$ cat config.mk
export PLATFORM = sky130hd
export DESIGN_NAME = sprite_overlay
export DESIGN_NICKNAME = d
export VERILOG_FILES = /design/src/rtl/sprite_overlay.sv
export SDC_FILE = /design/constraint.sdc
export NUM_CORES = 2
export LEC_CHECK = 0
export BUFFER_PORTS_ARGS = -buffer_cell sky130_fd_sc_hd__buf_2
export CAP_MARGIN = 20
export CORE_ASPECT_RATIO = 0.9
export CORE_MARGIN = 8
export CORE_UTILIZATION = 50
export DETAILED_ROUTE_END_ITERATION = 10
export PLACE_DENSITY_LB_ADDON = 0.3
export SLEW_MARGIN = 10
export SYNTH_ARGS = -nofsm -noshare
export SYNTH_HDL_FRONTEND = slang
export SYNTH_SLANG_ARGS = --single-unit
$ cat constraint.sdc
create_clock -name pixel_clock -period 7.7 [get_ports pixel_clock]
set_input_delay 1.155 -clock pixel_clock [delete_from_list [all_inputs] [get_ports pixel_clock]]
set_output_delay 1.155 -clock pixel_clock [all_outputs]
set_load 0.02 [all_outputs]
$ cat src/rtl/sprite_overlay.sv
// sprite_overlay: composites up to NUM_SPRITES 16x16 1-bpp sprites over the background colour
// in a fixed two-stage pipeline; position/colour/enable are double-buffered and swapped at frame start.
module sprite_overlay #(
   parameter int COORD_WIDTH = 16,
   parameter int NUM_SPRITES = 4
) (
   input  logic                          pixel_clock,
   input  logic                          reset_n,
   input  logic signed [COORD_WIDTH-1:0] x,
   input  logic signed [COORD_WIDTH-1:0] y,
   input  logic                          video_enable_in,
   input  logic                          vsync_start_in,
   input  logic                          hsync_start_in,
   input  logic [23:0]                   bg_rgb,
   input  logic                          cfg_we,
   input  logic [7:0]                    cfg_addr,
   input  logic [31:0]                   cfg_wdata,
   output logic [23:0]                   rgb_out,
   output logic                          video_enable_out,
   output logic                          vsync_out,
   output logic                          hsync_out,
   output logic                          collision
);
   localparam int CW = COORD_WIDTH;
   localparam int NS = NUM_SPRITES;

   logic signed [CW-1:0] sx_q [NS];
   logic signed [CW-1:0] sx_d [NS];
   logic signed [CW-1:0] sy_q [NS];
   logic signed [CW-1:0] sy_d [NS];
   logic signed [CW-1:0] ax_q [NS];
   logic signed [CW-1:0] ay_q [NS];
   logic [23:0]          scol_q [NS];
   logic [23:0]          scol_d [NS];
   logic [23:0]          acol_q [NS];
   logic [23:0]          col_q [NS];
   logic [NS-1:0]        sen_q, sen_d, aen_q, hit, hit_q;
   logic [15:0]          bm_q [NS][16];
   logic [15:0]          bm_d [NS][16];
   logic [CW:0]          dx [NS];
   logic [CW:0]          dy [NS];
   logic [4:0]           row;
   logic                 multi, acc_q, acc_d;
   logic                 ven1_q, vs1_q, hs1_q;
   logic [23:0]          bg1_q, pick;

   // selects 3..18 map to rows 0..15; everything else lands outside 0..15
   assign row = cfg_addr[4:0] - 5'd3;

   always_comb begin
      sx_d = sx_q;
      sy_d = sy_q;
      scol_d = scol_q;
      sen_d = sen_q;
      bm_d = bm_q;
      for (int i = 0; i < NS; i++) begin
         if (cfg_we && cfg_addr[7:5] == 3'(i)) begin
            if (cfg_addr[4:0] == 5'd0) sx_d[i] = cfg_wdata[CW-1:0];
            if (cfg_addr[4:0] == 5'd1) sy_d[i] = cfg_wdata[CW-1:0];
            if (cfg_addr[4:0] == 5'd2) begin
               scol_d[i] = cfg_wdata[23:0];
               sen_d[i] = cfg_wdata[31];
            end
            if (row < 5'd16) bm_d[i][row[3:0]] = cfg_wdata[15:0];
         end
      end
   end

   // one extra bit keeps the offset exact across the whole coordinate range
   always_comb begin
      for (int i = 0; i < NS; i++) begin
         dx[i] = {x[CW-1], x} - {ax_q[i][CW-1], ax_q[i]};
         dy[i] = {y[CW-1], y} - {ay_q[i][CW-1], ay_q[i]};
         hit[i] = aen_q[i] && dx[i][CW:4] == '0 && dy[i][CW:4] == '0 && bm_q[i][dy[i][3:0]][~dx[i][3:0]];
      end
   end

   assign multi = video_enable_in && |(hit & (hit - 1'b1));
   assign acc_d = vsync_start_in ? multi : acc_q | multi;

   always_comb begin
      pick = bg1_q;
      for (int i = NS - 1; i >= 0; i--) pick = hit_q[i] ? col_q[i] : pick;
   end

   always_ff @(posedge pixel_clock) begin
      if (!reset_n) begin
         for (int i = 0; i < NS; i++) begin
            sx_q[i] <= '0;
            sy_q[i] <= '0;
            ax_q[i] <= '0;
            ay_q[i] <= '0;
            scol_q[i] <= '0;
            acol_q[i] <= '0;
            col_q[i] <= '0;
            for (int r = 0; r < 16; r++) bm_q[i][r] <= '0;
         end
         sen_q <= '0;
         aen_q <= '0;
         hit_q <= '0;
         acc_q <= 1'b0;
         collision <= 1'b0;
         ven1_q <= 1'b0;
         vs1_q <= 1'b0;
         hs1_q <= 1'b0;
         bg1_q <= '0;
         rgb_out <= '0;
         video_enable_out <= 1'b0;
         vsync_out <= 1'b0;
         hsync_out <= 1'b0;
      end else begin
         sx_q <= sx_d;
         sy_q <= sy_d;
         scol_q <= scol_d;
         sen_q <= sen_d;
         bm_q <= bm_d;
         if (vsync_start_in) begin
            ax_q <= sx_q;
            ay_q <= sy_q;
            acol_q <= scol_q;
            aen_q <= sen_q;
            collision <= acc_q;
         end
         acc_q <= acc_d;
         hit_q <= hit;
         col_q <= acol_q;
         ven1_q <= video_enable_in;
         vs1_q <= vsync_start_in;
         hs1_q <= hsync_start_in;
         bg1_q <= bg_rgb;
         rgb_out <= ven1_q ? pick : '0;
         video_enable_out <= ven1_q;
         vsync_out <= vs1_q;
         hsync_out <= hs1_q;
      end
   end
endmodule
==> results.txt <==
fillers = 13.25k
mux contribution to synthesized area = 12.94%
DRC viols = 0
Critical Path AT = 6.33 ns
post-layout min period = 5.598 ns
combinational family with the most area after synthesis = simple AND/OR/NAND/NOR gates
DRT Pass-1 Iters = 6
CP Data Required Time = 8.43 ns
Final nets = 8675
worst-path fanout max = 44
PnR Total Power = 17.94 mW
via count = 61.23k
GRT Overall Usage = 26.83%
H-tree Lvls = 4
CP bufs+invs = 2
Post-Syn Instances = 8630
max cap viols = 0
initial DRC count = 6258
Max Root-Sink Buffers = 3
total core area = 150500 um^2
largest net degree at the start of global routing = 288
count of state elements after synthesis = 1636
unrepaired setup endpoints after global routing = no
Syn-to-layout area delta = 9.938%
Clock transition at path regs = 0.06 ns
I/O pin count = 130
PwrDens = 215.1 nW/um^2
worst hold path class = flip-flop to flip-flop
fin crit share = 72.70%
CTS Buf Count = 164
Avg Inst Size Synth = 8.790 um^2
antenna-violating nets left = 0
PostCTS Resize Cnt = 0
predominant post-synthesis flop cell = dfxtp_1
first-pass GRT wire length = 348800 um
DR WL/cell = 21.54 um
CP endpoint kind = flip-flop
FMAX = 178.6 MHz
via-per-instance ratio = 5.798
initial antenna violation count = 15
Worst path slowest cell = fa_4
critical path's top delay family = simple AND/OR/NAND/NOR gates
Worst path most repeated cell = nor4_1
Worst slew margin = 9.470%
Slew Limit Fails = 0
hold_ws = 0.4373 ns
die height = 385.5 um
Startpoint Class = primary input
Least-Margin Pin Slew = 1.358 ns
Port Buffers = 122
Unique masters post-synth = 73
Post-Synth Adder-Cell Area = 2.355%
TritonCTS Sinks = 1636
Post-Synth Simple-Gate Area = 20.80%
worst skew pair latency = 0.80 ns
Setup Skew = 0.02596 ns
synthesized area = 75860 um^2
Final Hold Viols = 0
share of cells above drive strength 1 = 10.28%
Seq/Total Area, Yosys = 43.17%
setup ws final = 2.102 ns
die width = 426.6 um
Synth Area in Compound Gates = 16.03%
outcome = completed
Leakage = 28.19 nW
dpl ws = 1.358 ns
GP Congestion = 0.9357
# Post-CTS Setup Buffers = 0
row count = 135
warnings from Yosys = 0
setup TNS = 0 ns
hold_buf cts = 0
most frequent cells in the layout = 2712 x nand2_1, 1633 x dfxtp_1, 1259 x a21boi_0, 300 x mux4_2, 298 x mux2i_1
most common cell after layout, fill and taps aside = nand2_1
Final setup viols = 0
Setup CP Type = primary input to flip-flop
vias in the first global route = 58.65k
crit-path max cell delay = 1.28 ns
syn_nets = 8870
ys async rst share = 0%
Initial Utilization = 50.40%
Routed WL = 227400 um
fin util = 55.41%
GRT Residual Overflow = 0
Post-synth EDFFs = 0
HPWL after DPL = 144300 um
CTS tree = done
Peak VDD IR = 0.2318 mV
Die Area = 164500 um^2
critical-path cell list = buf_2 -> inv_1 -> ha_4 -> fa_4 -> mux4_2 -> nand2_1 -> mux2i_1 -> a2111oi_0 -> nor4_1 -> nand3_1 -> nor4_1 -> and4b_1 -> a211oi_1 -> nor3b_1 -> o21bai_1
xor and xnor area share after synthesis = 0.6466%
CTS Root Cell = clkbuf_16
==> area by class of cell <==
cell class                 instances  area, um^2  share of cell area, %
multi-input combinational       6208       40240                  48.25
sequential                      1636       32760                  39.28
clock buffer                     243        4773                  5.724
tap                             1986        2485                  2.980
timing repair buffer             255        1760                  2.111
clock inverter                    52       714.4                 0.8567
inverter                         170       638.1                 0.7652
antenna                           11       27.53                0.03301
==> kinds of logic after synthesis <==
logic type	after synthesis
xor gates and xnor gates	56
AOI/OAI and AO/OA	1683
adders and majority gates	138
DFF	1636
muxes	605
and+or+nand+nor	3726
buffers and inverters	786
==> through the flow <==
| step | cells | area [um^2] |
|---|---|---|
| 2_1_floorplan | 8630 | 75860 |
| 3_3_place_gp | 10250 | 77840 |
| 3_5_place_dp | 10250 | 77860 |
| 4_1_cts | 10550 | 83350 |
| 5_1_grt | 10560 | 83390 |
| 6_report | 10560 | 83400 |
==> worst paths after layout <==
path	startpoint	to	slack, ns	cells after the start
worst max-delay path	y[0]	acc_q	2.10	15
worst min-delay path	hs1_q	hsync_out	0.44	1
worst max register to register	ay_q[48]	acc_q	2.63	13
worst min register to register	hs1_q	hsync_out	0.44	1
==> Yosys cell counts, types with 17 or more instances <==
cell type	n	area (um^2)
clkbuf_1	549	2061
inv_1	170	638.1
and2_1	131	819.5
dfxtp_1	1636	32750
a21boi_0	1259	9452
o21a_1	19	142.6
buf_2	34	170.2
nor4_1	27	168.9
nand2_1	2713	10180
nand3_1	52	260.3
nor2b_1	260	1627
mux2i_1	298	2983
a21oi_1	146	730.7
o21ai_0	73	365.4
nand4_1	27	168.9
a21o_1	27	202.7
nor2_1	305	1145
nor3_1	53	265.3
xnor2_1	33	289.0
mux4_2	300	6756
ha_1	130	1627
nand2b_1	39	244.0
and3_1	17	106.4
or4_1	17	127.6
a31oi_1	24	150.1
xor2_1	23	201.4
or3_1	17	106.4
==> worst register-to-register path: stages, from the launching register on <==
cell and delay (ns):
dfxtp_1 0.33, ha_4 0.17, fa_4 1.28, mux4_2 0.47
nand2_1 0.06, mux2i_1 0.54, a2111oi_0 0.21, nor4_1 0.35
nand3_1 0.12, nor4_1 0.59, and4b_1 0.46, a211oi_1 0.12
nor3b_1 0.19, o21bai_1 0.12
==> routing by layer <==
layer / GRT usage [%] / share of wire, %
met1: 36.61 / 43
met2: 42.40 / 45
met3: 5.136 / 8.7
met4: 9.960 / 3.8
met5: 0 / 0.0057
==> where the power goes <==
group / internal, mW / switching (mW)
Sequential: 8.48 / 0.00776
Combinational: 0.440 / 0.812
Clock: 4.69 / 3.50
Total: 13.6 / 4.33
==> sequential cells by signal (all words and copies together), names as in the netlist, 24 cells and up <==
| register | count |
|---|---|
| col_q | 96 |
| sy_q | 64 |
| ax_q | 64 |
| scol_q | 96 |
| bg1_q | 24 |
| ay_q | 64 |
| acol_q | 96 |
| rgb_out | 24 |
| bm_q | 1024 |
| sx_q | 64 |
Power figures use the tool's default switching activity.
